==> src/rtl/lsu_pkg.sv <==
// Shared encodings for the MEM-stage load/store master: access sizes, FSM states, lane offsets.
package lsu_pkg;

  localparam logic [1:0] SZ_BYTE = 2'b00;
  localparam logic [1:0] SZ_HALF = 2'b01;
  localparam logic [1:0] SZ_WORD = 2'b10;
  localparam logic [1:0] SZ_RSVD = 2'b11;

  typedef enum logic [1:0] {
    IDLE = 2'b00,
    RD   = 2'b01,
    WR   = 2'b10,
    DONE = 2'b11
  } state_e;

  localparam logic [1:0] OFF_B0 = 2'd0;
  localparam logic [1:0] OFF_B1 = 2'd1;
  localparam logic [1:0] OFF_B2 = 2'd2;
  localparam logic [1:0] OFF_B3 = 2'd3;
  localparam logic [1:0] OFF_H0 = 2'd0;
  localparam logic [1:0] OFF_H1 = 2'd2;

  // Big-endian: byte offset k lives at bits [31-8k -: 8], i.e. LSB at 24-8k.
  function automatic logic [4:0] lane_lsb(input logic [1:0] off);
    logic [4:0] inv;
    inv = {3'b000, ~off};
    return inv << 3;
  endfunction

endpackage

==> src/rtl/lsu_mem_master_lane_align.sv <==
// Combinational lane steering: extracts/extends a loaded lane and merges store data into an old word.
module lsu_lane_align
  import lsu_pkg::*;
(
  input  logic [31:0] word_i,
  input  logic [1:0]  size_i,
  input  logic [1:0]  off_i,
  input  logic        unsigned_i,
  input  logic [31:0] wdata_i,
  output logic [31:0] load_o,
  output logic [31:0] merge_o
);

  logic [7:0]  byte_sel;
  logic [15:0] half_sel;
  logic [4:0]  lsb;

  always_comb begin
    lsb      = lane_lsb(off_i);
    byte_sel = word_i[lsb +: 8];
    half_sel = off_i[1] ? word_i[15:0] : word_i[31:16];
    load_o   = word_i;
    merge_o  = wdata_i;
    case (size_i)
      SZ_BYTE: begin
        load_o  = {{24{~unsigned_i & byte_sel[7]}}, byte_sel};
        merge_o = word_i;
        merge_o[lsb +: 8] = wdata_i[7:0];
      end
      SZ_HALF: begin
        load_o  = {{16{~unsigned_i & half_sel[15]}}, half_sel};
        merge_o = word_i;
        if (off_i[1]) merge_o[15:0]  = wdata_i[15:0];
        else          merge_o[31:16] = wdata_i[15:0];
      end
      default: begin
        load_o  = word_i;
        merge_o = wdata_i;
      end
    endcase
  end

endmodule

==> src/rtl/lsu_mem_master.sv <==
// MEM-stage load/store initiator for a word-wide big-endian data memory, with sub-word RMW.
// Define LSU_MISALIGN_TRAP_EN to report misaligned/reserved-size requests via rsp_err instead of aligning them.
module lsu_mem_master
  import lsu_pkg::*;
#(
  parameter int ADDR_W = 32,
  parameter int DATA_W = 32
) (
  input  logic              clk,
  input  logic              rst,
  input  logic              req_valid,
  output logic              req_ready,
  input  logic              req_we,
  input  logic [1:0]        req_size,
  input  logic              req_unsigned,
  input  logic [ADDR_W-1:0] req_addr,
  input  logic [DATA_W-1:0] req_wdata,
  output logic              rsp_valid,
  output logic [DATA_W-1:0] rsp_rdata,
  output logic              rsp_err,
  output logic              busy,
  output logic [ADDR_W-1:0] mem_address,
  output logic [DATA_W-1:0] mem_writeData,
  output logic              mem_memwrite,
  output logic              mem_memread,
  input  logic [DATA_W-1:0] mem_out32
);

  state_e            state_q, state_d;
  logic [1:0]        off_q, off_d;
  logic [1:0]        size_q, size_d;
  logic              uns_q, uns_d;
  logic              we_q, we_d;
  logic [DATA_W-1:0] wdata_q, wdata_d;
  logic              req_ready_q, req_ready_d;
  logic              busy_q, busy_d;
  logic              rsp_valid_q, rsp_valid_d;
  logic [DATA_W-1:0] rsp_rdata_q, rsp_rdata_d;
  logic              rsp_err_q, rsp_err_d;
  logic [ADDR_W-1:0] mem_address_q, mem_address_d;
  logic [DATA_W-1:0] mem_wdata_q, mem_wdata_d;
  logic              mem_wr_q, mem_wr_d;
  logic              mem_rd_q, mem_rd_d;

  logic [1:0]  req_off;
  logic [31:0] load_data;
  logic [31:0] merge_data;

  lsu_lane_align u_align (
    .word_i     (mem_out32),
    .size_i     (size_q),
    .off_i      (off_q),
    .unsigned_i (uns_q),
    .wdata_i    (wdata_q),
    .load_o     (load_data),
    .merge_o    (merge_data)
  );

  // Offset used for the access: words ignore the low bits, halves ignore bit 0.
  always_comb begin
    case (req_size)
      SZ_BYTE: req_off = req_addr[1:0];
      SZ_HALF: req_off = {req_addr[1], 1'b0};
      default: req_off = 2'b00;
    endcase
  end

  always_comb begin
    state_d       = state_q;
    off_d         = off_q;
    size_d        = size_q;
    uns_d         = uns_q;
    we_d          = we_q;
    wdata_d       = wdata_q;
    rsp_valid_d   = 1'b0;
    rsp_rdata_d   = rsp_rdata_q;
    rsp_err_d     = rsp_err_q;
    mem_address_d = mem_address_q;
    mem_wdata_d   = mem_wdata_q;
    mem_wr_d      = 1'b0;
    mem_rd_d      = 1'b0;
    case (state_q)
      IDLE: begin
        if (req_valid) begin
          off_d         = req_off;
          size_d        = req_size;
          uns_d         = req_unsigned;
          we_d          = req_we;
          wdata_d       = req_wdata;
          mem_address_d = {req_addr[ADDR_W-1:2], 2'b00};
`ifdef LSU_MISALIGN_TRAP_EN
          if ((req_size == SZ_RSVD) ||
              (req_size == SZ_WORD && req_addr[1:0] != 2'b00) ||
              (req_size == SZ_HALF && req_addr[0])) begin
            state_d     = DONE;
            rsp_valid_d = 1'b1;
            rsp_rdata_d = '0;
            rsp_err_d   = 1'b1;
          end else
`endif
          if (!req_we || req_size == SZ_BYTE || req_size == SZ_HALF) begin
            state_d  = RD;
            mem_rd_d = 1'b1;
          end else begin
            state_d     = WR;
            mem_wr_d    = 1'b1;
            mem_wdata_d = req_wdata;
          end
        end
      end
      RD: begin
        if (we_q) begin
          state_d     = WR;
          mem_wr_d    = 1'b1;
          mem_wdata_d = merge_data;
        end else begin
          state_d     = DONE;
          rsp_valid_d = 1'b1;
          rsp_rdata_d = load_data;
          rsp_err_d   = 1'b0;
        end
      end
      WR: begin
        state_d     = DONE;
        rsp_valid_d = 1'b1;
        rsp_rdata_d = '0;
        rsp_err_d   = 1'b0;
      end
      default: state_d = IDLE;
    endcase
    busy_d      = (state_d != IDLE);
    req_ready_d = (state_d == IDLE);
  end

  // Async reset clears the write strobe mid-cycle so an interrupted WR never reaches memory.
  always_ff @(posedge clk or posedge rst) begin
    if (rst) begin
      state_q       <= IDLE;
      off_q         <= '0;
      size_q        <= '0;
      uns_q         <= 1'b0;
      we_q          <= 1'b0;
      wdata_q       <= '0;
      req_ready_q   <= 1'b1;
      busy_q        <= 1'b0;
      rsp_valid_q   <= 1'b0;
      rsp_rdata_q   <= '0;
      rsp_err_q     <= 1'b0;
      mem_address_q <= '0;
      mem_wdata_q   <= '0;
      mem_wr_q      <= 1'b0;
      mem_rd_q      <= 1'b0;
    end else begin
      state_q       <= state_d;
      off_q         <= off_d;
      size_q        <= size_d;
      uns_q         <= uns_d;
      we_q          <= we_d;
      wdata_q       <= wdata_d;
      req_ready_q   <= req_ready_d;
      busy_q        <= busy_d;
      rsp_valid_q   <= rsp_valid_d;
      rsp_rdata_q   <= rsp_rdata_d;
      rsp_err_q     <= rsp_err_d;
      mem_address_q <= mem_address_d;
      mem_wdata_q   <= mem_wdata_d;
      mem_wr_q      <= mem_wr_d;
      mem_rd_q      <= mem_rd_d;
    end
  end

  assign req_ready     = req_ready_q;
  assign busy          = busy_q;
  assign rsp_valid     = rsp_valid_q;
  assign rsp_rdata     = rsp_rdata_q;
  assign rsp_err       = rsp_err_q;
  assign mem_address   = mem_address_q;
  assign mem_writeData = mem_wdata_q;
  assign mem_memwrite  = mem_wr_q;
  assign mem_memread   = mem_rd_q;

endmodule

==> config.mk <==
export PLATFORM = sky130hd
export DESIGN_NAME = lsu_mem_master
export DESIGN_NICKNAME = d
export VERILOG_FILES = /design/src/rtl/lsu_pkg.sv /design/src/rtl/lsu_mem_master_lane_align.sv /design/src/rtl/lsu_mem_master.sv
export SDC_FILE = /design/constraint.sdc
export NUM_CORES = 1
export LEC_CHECK = 0
export CORE_ASPECT_RATIO = 1.5
export CORE_MARGIN = 1.5
export CORE_UTILIZATION = 50
export CTS_CLUSTER_SIZE = 14
export DETAILED_ROUTE_END_ITERATION = 12
export MAX_ROUTING_LAYER = met4
export PLACE_DENSITY = 0.84
export SLEW_MARGIN = 20
export SYNTH_ARGS = -nofsm -noshare
export SYNTH_HDL_FRONTEND = slang
export SYNTH_SLANG_ARGS = --single-unit
==> constraint.sdc <==
create_clock -name clk -period 9.75 [get_ports clk]
set_clock_uncertainty 0.2 [all_clocks]
set_input_delay 1.4625 -clock clk [delete_from_list [all_inputs] [get_ports clk]]
set_output_delay 1.4625 -clock clk [all_outputs]
set_load 0.005 [all_outputs]
==> flow_metrics.py, run 1 <==
metrics = {
    "power": {
        "p_total_mw": 3.23,
        "power_density_nw_per_um2": 337,
        "leakage_nw": 4.01,
        "vdd_ir_drop_max_uv": 266,
    },
    "clock_network": {
        "clock-sinks": 139,
        "cts_resized": 0,
        "clk_pin_slew_ns": 0.06,
        "cts_setup_buffers": 0,
        "cts_tree": "built",
        "clock-root-buffer": "clkbuf_16",
        "clk-insertion-delay-late_ns": 0.42,
        "h-tree-depth": 4,
        "cts_buffers": 17,
        "cts_buffer_depth": 2,
        "cts_hold_buf": 0,
    },
    "routing": {
        "num_vias": 6051,
        "viasPerCell": 6.19,
        "postRouteAntennaNets": 0,
        "firstDrtPassIters": 5,
        "drt_iter0_drc": 709,
        "wl_mm": 21.4,
        "wl_per_cell_um": 21.9,
        "drc": 0,
    },
    "grt": {
        "use_met1_pct": 35.9,
        "overflow": 0,
        "grt_pass1_vias": 6257,
        "use_met2_pct": 50.2,
        "grt_pass1_wl_mm": 33.7,
        "grt_max_degree": 90,
        "use_met3_pct": 7.00,
        "top_usage_layer": "met2",
        "antenna_found_initial": 0,
        "globalRouteTotalUtil_pct": 30.7,
    },
    "final_layout": {
        "multi_input_area_um2": 3270,
        "regArea_um2": 3480,
        "final.fill_count": 973,
        "layout-drive-gt1-share_pct": 11.9,
        "syn2layout_area_growth_pct": 37.0,
        "finalNonFillerCells": 977,
        "num_antenna_cells": 0,
        "final_nets": 914,
    },
    "critical_path": {
        "crit_buf_inv": 2,
        "worst_r2r_path_depth": 6,
        "cp-start-kind": "input port",
        "critPathMaxStageDelay_ns": 0.62,
        "cp_top_family": "buffers and inverters",
        "ff2ff_setup_slack_ns": 6.32,
        "critical_path_required_ns": 9.85,
        "path_cells": "clkdlybuf4s50_1 -> nand2_2 -> buf_4 -> mux2_2",
        "critPathMaxFanout": 38,
        "critPathKind": "in2reg",
        "reg2reg_to": "rsp_rdata[21]$_DFFE_PP0P_",
        "critPathSlowestCell": "nand2_2",
        "cp-end-kind": "flop",
        "cp.arrival_ns": 3.59,
        "r2r_start": "state_q[1]$_DFF_PP0_",
    },
    "timing": {
        "finalCritPeriodShare_pct": 35.8,
        "setup_viol": 0,
        "maxSlewViolCount": 0,
        "rsz0062_at_grt": "false",
        "setup_slack_ns": 6.26,
        "relSlewSlack_pct": 31.0,
        "fmax_mhz": 286,
        "tightest_slew_ns": 1.03,
        "final.min_clock_period_ns": 3.49,
        "setup-tns-final_ns": 0,
        "final_hold_viol_count": 0,
    },
    "synth": {
        "yosys_warnings": 0,
        "synth.most_common_cell": "dfrtp_1",
        "ys.flop_type": "dfrtp_1",
        "ys_types": 56,
        "netlist.area_leader.share_pct": 49.3,
        "netlist_top_cells_area": "dfrtp_1 (49%), mux2_1 (6.4%), mux2_2 (4.5%)",
        "ys_seq_elements": 139,
        "syn_area_um2": 7010,
        "synth_commonest_cells": "dfrtp_1 (138), nand2_1 (56), mux2_1 (40)",
        "synth_cells": 627,
        "synth_async_sr_flop_share_pct": 100,
        "seq_area_frac_synth_pct": 49.7,
        "synth_top_area_cell": "dfrtp_1",
        "postSynthAreaPerCell_um2": 11.2,
        "synth_edf_count": 0,
    },
    "place": {
        "placed_cells": 945,
        "gp_congestion": 0.908,
        "place_ws_ns": 5.84,
        "hpwl_mm": 15.4,
        "io_buffers": 201,
    },
    "worst_hold_path": {
        "worstHoldStart": "rsp_rdata[3]$_DFFE_PP0P_",
        "min_path_cells": 1,
        "hp-class": "reg2reg",
        "hold_path_end": "rsp_rdata[3]$_DFFE_PP0P_",
    },
    "floorplan": {
        "rows": 52,
        "fp.dieH_um": 148,
        "start_util_pct": 51.5,
        "dieArea_um2": 14700,
        "chipWidth_um": 99.7,
        "pin_count": 205,
        "core_area_um2": 13600,
    },
    "status": {
        "outcome": "finished, final reports clean",
    },
    "run": {
        "drv_cap": 0,
    },
}
[worst max path at each step]
stage	from	endpoint	slack [ns]	cells after the start
after detailed placement	req_valid	wdata_q[20]$_DFFE_PP0P_	5.84	4
after global routing	req_valid	wdata_q[22]$_DFFE_PP0P_	6.15	4
after global placement	req_valid	wdata_q[19]$_DFFE_PP0P_	5.93	4
after CTS	req_valid	wdata_q[8]$_DFFE_PP0P_	6.26	4
final	req_valid	wdata_q[17]$_DFFE_PP0P_	6.26	4
after floorplan	rst	busy$_DFF_PP0_	4.36	1
[area by class of cell]
type / count / share of cell area [%]
clock buffers: 19 / 4.51
flip-flops and latches: 139 / 36.2
well taps: 162 / 2.11
clock inverters: 13 / 1.28
repair buffers: 206 / 21.4
multi-input cells: 429 / 34.1
inverters: 9 / 0.404
[kinds of logic after synthesis]
logic type                 Yosys count  share of synthesized area (%)
AOI/OAI and AO/OA                  200                           22.7
adders and majority gates            9                           1.61
buffers and inverters               61                           3.98
DFF                                139                           49.7
muxes                               71                           11.5
other                                1                         0.0535
and+or+nand+nor                    146                           10.5
[per-stage QoR]
step	hold slack [ns]	area [µm²]	util, %
finish	0.276	9600	70.6
global route	0.296	9600	70.6
detailed placement	0.265	9040	66.5
floorplan	0.273	7020	-
global placement	0.258	9040	66.5
CTS	0.278	9590	70.5
[cells in the final DEF, fill, tap and decap left out, types with 17 or more instances in the layout]
cell | synthesis | final
o21ai_1 | 26 | 25
a221o_1 | 24 | 24
nor2_1 | 37 | 37
dfrtp_1 | 138 | 138
a211oi_1 | 28 | 28
a21o_1 | 17 | 17
clkdlybuf4s50_1 | 0 | 201
clkbuf_16 | 0 | 17
mux2_2 | 28 | 28
mux2_1 | 40 | 40
nand2_1 | 56 | 55
[registers in the layout, indices dropped and copies added, names as in the netlist]
register,cells
mem_writeData,32
rsp_rdata,32
wdata_q,32
mem_address,30
off_q,2
size_q,2
state_q,2
busy,1
mem_memread,1
mem_memwrite,1
req_ready,1
rsp_valid,1
uns_q,1
we_q,1
[layer usage]
layer  part of all wire (%)  routed length (µm)
met2                     52               11100
met1                     37                7920
met3                    6.8                1450
met5                      0                   0
met4                    4.4                 947
[report_power, final]
| part | internal, mW | total [mW] | switching, mW |
|---|---|---|---|
| combinational | 0.782 | 1.55 | 0.769 |
| sequential | 0.842 | 1.07 | 0.231 |
| clock | 0.352 | 0.610 | 0.258 |
Note: power is estimated with default switching activity, not from simulation.
==> run 2, diff against run 1 <==
--- a/config.mk
+++ b/config.mk
@@ -7,11 +7,11 @@
 export LEC_CHECK = 0
 export CORE_ASPECT_RATIO = 1.5
 export CORE_MARGIN = 1.5
-export CORE_UTILIZATION = 50
+export CORE_UTILIZATION = 43
 export CTS_CLUSTER_SIZE = 14
 export DETAILED_ROUTE_END_ITERATION = 12
 export MAX_ROUTING_LAYER = met4
-export PLACE_DENSITY = 0.84
+export PLACE_DENSITY = 0.77
 export SLEW_MARGIN = 20
 export SYNTH_ARGS = -nofsm -noshare
 export SYNTH_HDL_FRONTEND = slang
==> constraint.sdc (replaced) <==
create_clock -name clk -period 3.1 [get_ports clk]
set_clock_uncertainty 0.2 [all_clocks]
set_input_delay 0.465 -clock clk [delete_from_list [all_inputs] [get_ports clk]]
set_output_delay 0.465 -clock clk [all_outputs]
set_load 0.005 [all_outputs]
==> flow_metrics.py, run 2 (synthesized netlist as in run 1, its figures left out) <==
metrics = {
    "floorplan": {
        "pin_count": 205,
        "chipWidth_um": 107,
        "rows": 57,
        "start_util_pct": 43.7,
        "dieArea_um2": 17100,
        "fp.dieH_um": 159,
        "core_area_um2": 16000,
    },
    "timing": {
        "tightest_slew_ns": 0.922,
        "finalCritPeriodShare_pct": 87.2,
        "setup-tns-final_ns": 0,
        "maxSlewViolCount": 0,
        "final_hold_viol_count": 0,
        "relSlewSlack_pct": 38.3,
        "fmax_mhz": 370,
        "rsz0062_at_grt": "false",
        "setup_viol": 0,
        "final.min_clock_period_ns": 2.70,
        "holdWs_ns": 0.232,
    },
    "final_layout": {
        "syn2layout_area_growth_pct": 40.7,
        "design_area_um2": 9860,
        "final_nets": 926,
        "num_antenna_cells": 0,
        "regArea_um2": 3480,
        "final.fill_count": 1260,
        "layout-drive-gt1-share_pct": 13.4,
        "layout_common_cells": "clkdlybuf4s50_1 (201), dfrtp_1 (138), nand2_1 (55)",
        "layout_commonest_cell": "clkdlybuf4s50_1",
        "multi_input_area_um2": 3270,
    },
    "clock_network": {
        "clk_pin_slew_ns": 0.06,
        "clock-root-buffer": "clkbuf_16",
        "cts_setup_buffers": 0,
        "clk-insertion-delay-late_ns": 0.42,
        "cts_buffer_depth": 2,
        "cts_hold_buf": 0,
        "clock-sinks": 139,
        "cts_tree": "built",
        "cts_buffers": 17,
        "cts_resized": 0,
        "h-tree-depth": 4,
    },
    "routing": {
        "drt_iter0_drc": 475,
        "viasPerCell": 5.99,
        "num_vias": 6187,
        "drc": 0,
        "firstDrtPassIters": 5,
        "wl_per_cell_um": 21.0,
        "wl_mm": 21.6,
        "postRouteAntennaNets": 0,
    },
    "place": {
        "placed_area_um2": 9240,
        "gp_congestion": 0.923,
        "hpwl_mm": 16.0,
        "io_buffers": 201,
    },
    "power": {
        "seqPwrFrac_pct": 31.7,
        "vdd_ir_drop_max_uv": 555,
        "p_clk_share_pct": 20.3,
        "power_density_nw_per_um2": 1070,
        "power.switching_mw": 3.99,
        "p_sw_share_pct": 38.0,
        "power_frac_comb_pct": 48.0,
        "leakage_nw": 4.13,
        "internal-power_mw": 6.51,
        "p_total_mw": 10.5,
    },
    "critical_path": {
        "reg2reg_to": "mem_writeData[9]$_DFFE_PP0P_",
        "cp-end-kind": "flop",
        "worst_r2r_path_depth": 7,
        "cp-start-kind": "flop",
        "critical_path_required_ns": 3.20,
        "r2r_start": "state_q[1]$_DFF_PP0_",
        "cp.arrival_ns": 2.80,
        "critPathKind": "reg2reg",
        "critPathMaxFanout": 59,
        "ff2ff_setup_slack_ns": 0.40,
    },
    "grt": {
        "globalRouteTotalUtil_pct": 26.7,
        "antenna_found_initial": 0,
        "overflow": 0,
        "grt_pass1_vias": 6369,
        "grt_max_degree": 60,
        "grt_pass1_wl_mm": 34.0,
    },
    "status": {
        "outcome": "finished, final reports clean",
    },
    "worst_hold_path": {
        "hp-class": "in2async",
    },
    "run": {
        "drv_cap": 0,
    },
}
==> run 2: cell type report <==
type                       count  share of cell area, %
clock buffer                  18                   4.45
multi-input combinational    429                   33.2
tap                          206                   2.61
sequential                   139                   35.3
timing repair buffer         218                   22.2
clock inverter                14                   1.85
inverter                       9                  0.381
==> run 2: how the worst max path moves through the flow <==
| stage | to | slack (ns) | startpoint | cells after the start |
|---|---|---|---|---|
| 2_1_floorplan | mem_writeData[0]$_DFFE_PP0P_ | 0.60 | off_q[1]$_DFFE_PP0P_ | 10 |
| 3_3_place_gp | mem_writeData[28]$_DFFE_PP0P_ | 0.49 | req_size[1] | 5 |
| 3_5_place_dp | mem_writeData[29]$_DFFE_PP0P_ | 0.40 | req_size[1] | 5 |
| 4_1_cts | mem_writeData[9]$_DFFE_PP0P_ | 0.43 | state_q[1]$_DFF_PP0_ | 7 |
| 5_1_grt | mem_writeData[9]$_DFFE_PP0P_ | 0.26 | state_q[1]$_DFF_PP0_ | 7 |
| 6_report | mem_writeData[9]$_DFFE_PP0P_ | 0.40 | state_q[1]$_DFF_PP0_ | 7 |
==> run 2: critical path, cell delays in order, from the launching register on <==
cell and delay [ns]:
dfrtp_1 0.42, inv_1 0.10, ha_2 0.21, buf_4 0.52, inv_1 0.31, a221o_1 0.33
a211oi_1 0.36, o31ai_2 0.11
==> run 2: power groups by stage <==
stage	logic [mW]	clock network, mW	registers [mW]
5_1_grt	5.45	2.24	3.41
3_5_place_dp	4.99	0	3.34
2_1_floorplan	3.03	0	3.14
3_3_place_gp	4.80	0	3.30
4_1_cts	5.04	2.16	3.31
6_report	5.05	2.13	3.33
==> run 2: layer usage <==
layer / vias up / wire length [µm] / global-route usage [%]
met5: - / 0 / -
met1: 3024 / 7890 / 30.8
met3: 94 / 1490 / 4.87
met2: 345 / 11000 / 43.1
li1: 2724 / - / -
met4: 0 / 1240 / 15.6
==> run 2: per-stage QoR <==
stage	cells	worst slack [ns]	utilization, %
floorplan	629	0.596	-
global placement	1001	0.490	57.6
detailed placement	1001	0.396	57.6
CTS	1033	0.434	61.4
global route	1033	0.262	61.4
finish	1033	0.396	61.4
==> run 3, diff against run 2 <==
--- a/config.mk
+++ b/config.mk
@@ -12,6 +12,7 @@
 export DETAILED_ROUTE_END_ITERATION = 12
 export MAX_ROUTING_LAYER = met4
 export PLACE_DENSITY = 0.77
+export REMOVE_ABC_BUFFERS = 1
 export SLEW_MARGIN = 20
 export SYNTH_ARGS = -nofsm -noshare
 export SYNTH_HDL_FRONTEND = slang
==> flow_metrics.py, run 3 (synthesized netlist as in run 1, its figures left out) <==
metrics = {
    "floorplan": {
        "pin_count": 205,
        "core_area_um2": 16000,
        "fp.dieH_um": 159,
        "chipWidth_um": 107,
        "dieArea_um2": 17100,
        "rows": 57,
        "start_util_pct": 43.7,
    },
    "clock_network": {
        "cts_hold_buf": 0,
        "cts_setup_buffers": 0,
        "cts_buffers": 17,
        "clock-root-buffer": "clkbuf_16",
        "clk_pin_slew_ns": 0.06,
        "h-tree-depth": 4,
        "cts_resized": 0,
        "clock-sinks": 139,
        "cts_tree": "built",
        "cts_buffer_depth": 2,
        "clk-insertion-delay-late_ns": 0.42,
    },
    "timing": {
        "fmax_mhz": 377,
        "finalCritPeriodShare_pct": 85.5,
        "rsz0062_at_grt": "false",
        "final_hold_viol_count": 0,
        "setup_viol": 0,
        "tightest_slew_ns": 0.973,
        "final.min_clock_period_ns": 2.65,
        "relSlewSlack_pct": 34.9,
        "maxSlewViolCount": 0,
        "holdWs_ns": 0.277,
    },
    "power": {
        "power_density_nw_per_um2": 1060,
        "leakage_nw": 4.11,
        "vdd_ir_drop_max_uv": 639,
    },
    "critical_path": {
        "cp.arrival_ns": 2.80,
        "cp_top_family": "simple AND/OR/NAND/NOR gates",
        "critPathMaxStageDelay_ns": 0.83,
        "critPathKind": "reg2reg",
        "r2r_start": "size_q[0]$_DFFE_PP0P_",
        "ff2ff_setup_slack_ns": 0.45,
        "cp-end-kind": "flop",
        "cp-start-kind": "flop",
        "critical_path_required_ns": 3.25,
        "worst_r2r_path_depth": 5,
        "path_cells": "buf_4 -> nand2b_1 -> mux2i_1 -> nor4b_4 -> a221o_1",
        "critPathMaxFanout": 16,
        "crit_buf_inv": 1,
        "worst-path-stages": 5,
        "reg2reg_to": "rsp_rdata[23]$_DFFE_PP0P_",
        "critPathSlowestCell": "nor4b_4",
    },
    "routing": {
        "viasPerCell": 5.89,
        "postRouteAntennaNets": 0,
        "num_vias": 6073,
        "firstDrtPassIters": 6,
        "drc": 0,
        "drt_iter0_drc": 449,
        "wl_per_cell_um": 20.9,
        "wl_mm": 21.6,
    },
    "worst_hold_path": {
        "hold_path_end": "rsp_rdata[2]$_DFFE_PP0P_",
        "worstHoldStart": "rsp_rdata[2]$_DFFE_PP0P_",
        "hp-class": "reg2reg",
        "min_path_cells": 1,
    },
    "final_layout": {
        "final.fill_count": 1283,
        "layout-drive-gt1-share_pct": 13.3,
        "num_antenna_cells": 0,
        "layout_commonest_cell": "clkdlybuf4s50_1",
        "syn2layout_area_growth_pct": 39.8,
        "postLayoutCoreUtil_pct": 61.1,
        "final_nets": 924,
        "layout_common_cells": "clkdlybuf4s50_1 (201), dfrtp_1 (137), nand2_1 (55)",
    },
    "grt": {
        "grt_pass1_vias": 6328,
        "overflow": 0,
        "globalRouteTotalUtil_pct": 26.5,
        "antenna_found_initial": 0,
        "grt_max_degree": 73,
        "grt_pass1_wl_mm": 34.0,
    },
    "place": {
        "gp_congestion": 0.904,
        "io_buffers": 201,
        "hpwl_mm": 15.6,
    },
    "status": {
        "outcome": "finished, final reports clean",
    },
    "run": {
        "drv_cap": 0,
    },
}
[run 3: changes by cell type in the layout (fill, tap and decap cells not counted), sizes merged]
cell / previous run / this run
clkinvlp: 4 / 2
bufinv: 3 / 2
clkinv: 3 / 6
buf: 17 / 15
[run 3: worst reg2reg max path, stage by stage, from the launching register on]
cell      delay (ns)
dfrtp_1         0.67
buf_4           0.28
nand2b_1        0.22
mux2i_1         0.15
nor4b_4         0.83
a221o_1         0.24
[run 3: final cells by class]
cell class,instances,area (µm²),share of cell area [%]
sequential,139,3480,35.5
multi-input combinational,429,3270,33.4
timing repair buffer,216,2150,21.9
clock buffer,18,439,4.48
tap,206,258,2.63
clock inverter,14,161,1.65
inverter,9,38.8,0.396
[run 3: layer usage]
metal	track usage, %	vias up	wire length, µm
met5	-	-	0
met4	12.3	0	818
met3	4.54	62	1210
met2	44.2	291	11400
met1	30.7	3010	8180
li1	-	2710	-
[run 3: metrics by stage]
step / setup TNS, ns / std cells / total power [mW] / area, µm² / setup slack (ns)
after global placement: 0 / 999 / 8.10 / 9200 / 0.459
after CTS: 0 / 1031 / 10.4 / 9800 / 0.490
final: 0 / 1031 / 10.4 / 9800 / 0.449
after floorplan: -195.24 / 577 / 6.01 / 6770 / -1.29
after global routing: 0 / 1031 / 11.0 / 9800 / 0.309
after detailed placement: 0 / 999 / 8.31 / 9200 / 0.324
[run 3: report_power, final]
group | total [mW] | internal (mW) | switching [mW]
sequential | 3.37 | 2.65 | 0.716
clock | 2.05 | 1.22 | 0.823
combinational | 4.97 | 2.54 | 2.43
[run 3: worst max path at each step]
stage	from	end
2_1_floorplan	rst	busy$_DFF_PP0_
3_3_place_gp	req_size[1]	mem_writeData[24]$_DFFE_PP0P_
3_5_place_dp	req_size[1]	mem_writeData[2]$_DFFE_PP0P_
4_1_cts	state_q[1]$_DFF_PP0_	mem_writeData[11]$_DFFE_PP0P_
5_1_grt	state_q[1]$_DFF_PP0_	mem_writeData[11]$_DFFE_PP0P_
6_report	size_q[0]$_DFFE_PP0P_	rsp_rdata[23]$_DFFE_PP0P_
